**src/rtl/balanced_rand_gen.sv**
```systemverilog
// LFSR-driven symbol generator that caps how often each symbol may be issued
// within a window of draws, with one draw per rising edge of the request level.
module balanced_rand_gen #(
    parameter int                LFSR_W  = 8,
    parameter logic [LFSR_W-1:0] TAPS    = 8'hB8,
    parameter int                SYMBOLS = 3,
    parameter int                OUT_W   = 2,
    parameter int                QUOTA   = 3,
    parameter int                WINDOW  = 9
) (
    input  logic              clk,
    input  logic              reset,
    input  logic              seed_load,
    input  logic [LFSR_W-1:0] seed,
    input  logic              req,
    output logic              rand_valid,
    output logic [OUT_W-1:0]  rand_out,
    output logic              window_done
);

    localparam int CNT_W  = $clog2(QUOTA + 1);
    localparam int DRAW_W = $clog2(WINDOW + 1);
    localparam int IW     = OUT_W + 1;

    localparam logic [CNT_W-1:0]  QUOTA_C  = CNT_W'(QUOTA);
    localparam logic [DRAW_W-1:0] WINDOW_C = DRAW_W'(WINDOW);
    localparam logic [OUT_W-1:0]  SYM_LAST = OUT_W'(SYMBOLS - 1);
    localparam logic [IW-1:0]     SYM_C    = IW'(SYMBOLS);

    typedef enum logic [1:0] {
        S_IDLE,
        S_ISSUE,
        S_WAIT_LOW
    } state_t;

    state_t             r_state;
    state_t             w_state_next;
    logic [LFSR_W-1:0]  r_lfsr;
    logic [LFSR_W-1:0]  w_lfsr_next;
    logic [OUT_W-1:0]   r_rr;
    logic [OUT_W-1:0]   r_out;
    logic [CNT_W-1:0]   r_count [SYMBOLS];
    logic [DRAW_W-1:0]  r_draw_cnt;
    logic [OUT_W-1:0]   w_cand;
    logic [OUT_W-1:0]   w_pick;
    logic [IW-1:0]      w_idx;
    logic               w_found;
    logic               w_draw;
    logic               w_window_end;
    logic [SYMBOLS-1:0] w_full;

    genvar gi;
    generate
        for (gi = 0; gi < SYMBOLS; gi++) begin : g_full
            assign w_full[gi] = (r_count[gi] == QUOTA_C);
        end
    endgenerate

    // A zero seed would freeze the LFSR, so it is replaced by all-ones.
    always_comb begin
        w_lfsr_next = {r_lfsr[LFSR_W-2:0], ^(r_lfsr & TAPS)};
        if (seed_load) begin
            w_lfsr_next = (seed == '0) ? '1 : seed;
        end
    end

    always_comb begin
        w_cand = r_lfsr[OUT_W-1:0];
        if ({1'b0, w_cand} >= SYM_C) begin
            w_cand = r_rr;
        end
    end

    // Walk forward (with wrap) from the candidate to the first symbol under quota.
    always_comb begin
        w_pick  = w_cand;
        w_found = !w_full[w_cand];
        w_idx   = '0;
        for (int k = 1; k < SYMBOLS; k++) begin
            w_idx = {1'b0, w_cand} + IW'(k);
            if (w_idx >= SYM_C) begin
                w_idx = w_idx - SYM_C;
            end
            if (!w_found && !w_full[w_idx[OUT_W-1:0]]) begin
                w_pick  = w_idx[OUT_W-1:0];
                w_found = 1'b1;
            end
        end
    end

    always_comb begin
        w_state_next = r_state;
        w_draw       = 1'b0;
        case (r_state)
            S_IDLE: begin
                if (req) begin
                    w_state_next = S_ISSUE;
                    w_draw       = 1'b1;
                end
            end
            S_ISSUE:    w_state_next = S_WAIT_LOW;
            S_WAIT_LOW: begin
                if (!req) begin
                    w_state_next = S_IDLE;
                end
            end
            default:    w_state_next = S_IDLE;
        endcase
    end

    assign w_window_end = (r_state == S_ISSUE) && (r_draw_cnt == WINDOW_C);
    assign rand_valid   = (r_state == S_ISSUE);
    assign window_done  = w_window_end;
    assign rand_out     = r_out;

    always_ff @(posedge clk or posedge reset) begin
        if (reset) begin
            r_state    <= S_IDLE;
            r_lfsr     <= '1;
            r_rr       <= '0;
            r_out      <= '0;
            r_draw_cnt <= '0;
        end else begin
            r_state <= w_state_next;
            r_lfsr  <= w_lfsr_next;
            r_rr    <= (r_rr == SYM_LAST) ? '0 : r_rr + 1'b1;
            if (w_draw) begin
                r_out      <= w_pick;
                r_draw_cnt <= r_draw_cnt + 1'b1;
            end else if (w_window_end) begin
                r_draw_cnt <= '0;
            end
        end
    end

    // Draw and window clear never coincide: they happen in different states.
    always_ff @(posedge clk or posedge reset) begin
        if (reset) begin
            for (int i = 0; i < SYMBOLS; i++) begin
                r_count[i] <= '0;
            end
        end else begin
            for (int i = 0; i < SYMBOLS; i++) begin
                if (w_window_end) begin
                    r_count[i] <= '0;
                end else if (w_draw && (w_pick == OUT_W'(i))) begin
                    r_count[i] <= r_count[i] + 1'b1;
                end
            end
        end
    end

endmodule

```
**config.mk**
```make
export PLATFORM = sky130hd
export DESIGN_NAME = balanced_rand_gen
export DESIGN_NICKNAME = d
export VERILOG_FILES = /design/src/rtl/balanced_rand_gen.sv
export SDC_FILE = /design/constraint.sdc
export NUM_CORES = 1
export LEC_CHECK = 0
export CORE_ASPECT_RATIO = 1.5
export CORE_MARGIN = 1.5
export CORE_UTILIZATION = 30
export CTS_BUF_LIST = sky130_fd_sc_hd__clkbuf_8
export DETAILED_ROUTE_END_ITERATION = 8
export GPL_TIMING_DRIVEN = 0
export PLACE_DENSITY_LB_ADDON = 0.05
export SLEW_MARGIN = 20
export SYNTH_ARGS = -nofsm -noshare
export SYNTH_HDL_FRONTEND = slang
export SYNTH_SLANG_ARGS = --single-unit
```
**constraint.sdc**
```tcl
create_clock -name clk -period 3.4 [get_ports clk]
set_input_delay 0.34 -clock clk [delete_from_list [all_inputs] [get_ports clk]]
set_output_delay 0.34 -clock clk [all_outputs]
set_load 0.03 [all_outputs]
```
==> out/metrics.cfg, run 1 <==
[clock_network]
clock_latency_ps = 270
cts_setup_buffers = 0
clock_path_buffers = 2
cts_tree = done
root_buffer = clkbuf_8
cts_hold_repair.buffers = 0
numCtsBuffers = 3
cts_resized = 0
cts_sinks = 24
cts-htree-levels = 1
clk_pin_slew_ps = 90

[setup_path]
worst_r2r_path_depth = 6
critical_path_class = register to output pin
crit_fanout = 10
cp.arrival_ps = 2270
critPathMaxStageDelay_ps = 670
required_ps = 3060
start_kind = register
slowest_stage = clkdlybuf4s50_1
crit_chain = nor2b_1 > nand3_1 > or2_2 > clkbuf_1 > inv_1 > clkdlybuf4s50_1
cp-end-kind = output pin

[die]
rows = 28
ios = 16
core_area_mm2 = 0.00399
die_x_um = 55.8
die-area_mm2 = 0.00459
start_util = 0.315
die_y_um = 82.3

[sta]
fmax_mhz = 383
skew_ps = 6.32
setup_viol = 0
fin_tns_setup_ps = 0
timing_hold_violations_final = 0
fin_crit_ps = 2610
fin_ws_ps = 791
rsz0062_at_grt = false
relSlewSlack = 0.378
worst_slew_pin_slew_ps = 932
maxSlewViolCount = 0
final.period_utilization = 0.767

[route]
post_drt_wl_per_cell_um = 13.3
wl_um = 2450
first_pass_iters = 4
drtIter0Drc = 19
drc_errors = 0
via_count = 934
ant_nets = 0
routed_via_density = 5.05

[synthesis]
synth_cell_types = 35
syn-instance-count = 122
yosysTopAreaCellShare = 0.319
synth_area_per_cell_um2 = 10.3
synthesis.nets = 139
synth_area_leader_cell = dfrtp_1
synth_seq_cells = 24
ys_seq_area_frac = 0.486
synth_area_mm2 = 0.00126
netlist_top_cells_area = dfrtp_1, dfstp_2, o22a_2, ha_1, nand2_1
yosysWarningCount = 0

[placed_design]
place_congestion = 0.815
portBuffers = 14
dpl_worst_slack_ps = 1070
dp.final_hpwl_um = 1790

[grt]
grt_start_max_net_pins = 25
antenna_found_initial = 0
grt_pass1_vias = 951
grt_use_total = 0.123
grt_pass1_wl_um = 4400
grt_overflow = 0

[power]
power_leakage_nw = 0.658
totalPowerFinal_mw = 1.10
ir_drop_mv = 0.311
p_per_area_mw_per_mm2 = 722

[finish]
post-route-util = 0.382
synthToLayoutAreaGrowth_pct = 21.3
drive_above_1_share = 0.164
n_antenna_cell = 0
nets = 158

[min_path]
min_delay_path_depth = 1
holdCritPathClass = register to register

[job]
maxCapViolCount = 0

[status]
status = completed

==> area by class of cell <==
cell class | instances | area (um2)
timing repair buffer | 14 | 140
multi-input combinational | 85 | 597
clock buffer | 3 | 41.3
inverter | 8 | 30.0
buffer | 5 | 18.8
tap | 45 | 56.3
sequential | 24 | 611
fill | 417 | 2470
clock inverter | 1 | 30.0
==> critical path: cells and delay by family (launching register included) <==
| family | cells | cell delay (ps) |
|---|---|---|
| buf+inv | 3 | 1040 |
| flops | 1 | 410 |
| simple gates | 3 | 560 |
==> where the power goes <==
part | switching (mW) | internal [mW] | total (mW)
combinational | 0.217 | 0.179 | 0.396
clock | 0.0947 | 0.157 | 0.252
sequential | 0.0689 | 0.383 | 0.452
==> cell families (layout without fill, tap and decap cells) <==
logic type	after synthesis	after routing	share of synthesized area
mux	5	5	0.0398
buf+inv	13	31	0.0388
compound gates	28	28	0.177
flops	24	24	0.486
simple gates	42	42	0.173
fa+ha+maj	5	5	0.0498
xor+xnor	5	5	0.0349
==> sequential cells by signal, indices dropped and copies added, names as in the netlist <==
name and flops:
r_lfsr 8, r_count 6, r_draw_cnt 4, r_rr 2, r_state 2, rand_out 2
==> metal layers <==
metal | wire (um) | vias to the layer above | track usage
met2 | 1190 | 18 | 0.210
met1 | 1150 | 445 | 0.149
met5 | 0 | - | 0
met4 | 35 | 0 | 0.0595
li1 | - | 467 | -
met3 | 79 | 4 | 0.0249
==> worst paths after layout <==
check | start | endpoint | slack [ps]
min in group asynchronous | reset | r_draw_cnt[1] | 580
max in group asynchronous | reset | r_rr[0] | 2250
setup reg to reg | r_count[2] | r_count[5] | 1550
hold / removal | r_rr[0] | r_rr[0] | 430
hold reg to reg | r_rr[0] | r_rr[0] | 430
setup / recovery | r_state[1] | window_done | 790
==> cells in the mapped netlist (all sizes together) <==
| cell type | instances |
|---|---|
| mux2i | 5 |
| xnor2 | 3 |
| nand2b | 3 |
| nor3 | 2 |
| nor3b | 1 |
| nor4 | 2 |
| and2 | 2 |
| o22a | 7 |
| a22o | 1 |
| nand2 | 14 |
| or4 | 2 |
| a31oi | 2 |
| nand3b | 1 |
| a2111oi | 2 |
| ha | 5 |
| nor2b | 2 |
| a2111o | 1 |
| a21oi | 4 |
| or2 | 1 |
| xor2 | 2 |
| dfstp | 8 |
| dfrtp | 16 |
| a21bo | 2 |
| o2bb2ai | 1 |
| inv | 8 |
| o21ai | 7 |
| nor2 | 5 |
| clkbuf | 5 |
| a21o | 1 |
| nand4 | 1 |
| or3b | 1 |
| nand3 | 5 |
==> through the flow <==
step	instance area [um2]	hold WS, ps	cells
2_1_floorplan	1260	349	122
4_1_cts	1520	437	185
5_1_grt	1520	482	185
3_3_place_gp	1450	432	181
6_report	1520	435	185
3_5_place_dp	1450	425	181
==> cells in the final DEF (no fill, tap or decap), drive strengths merged, types with 3 or more instances in the layout <==
cell type,netlist,layout
dfstp,8,8
mux2i,5,5
o22a,7,7
nand2b,3,3
ha,5,5
o21ai,7,7
nand2,14,14
clkdlybuf4s50,0,14
nor2,5,5
a21oi,4,4
nand3,5,5
inv,8,8
clkbuf,5,8
xnor2,3,3
dfrtp,16,16
(Power assumes the default switching activity.)
==> inputs of run 2 (changes only) <==
==> constraint.sdc (replaced) <==
create_clock -name clk -period 2.73 [get_ports clk]
set_input_delay 0.273 -clock clk [delete_from_list [all_inputs] [get_ports clk]]
set_output_delay 0.273 -clock clk [all_outputs]
set_load 0.03 [all_outputs]
==> results of run 2 <==
Same layout as run 1 (identical final DEF). Status: completed.
Main changes from that run: setup slack after placement 1070 ps -> 462 ps; setup slack after layout 791 ps -> 188 ps; hold slack 435 ps -> 421 ps; register-to-register setup slack 1550 ps -> 880 ps; end point of the worst hold path r_rr[0] -> r_lfsr[0]; total power 1.10 mW -> 1.37 mW; worst IR drop on VDD 0.311 mV -> 0.387 mV
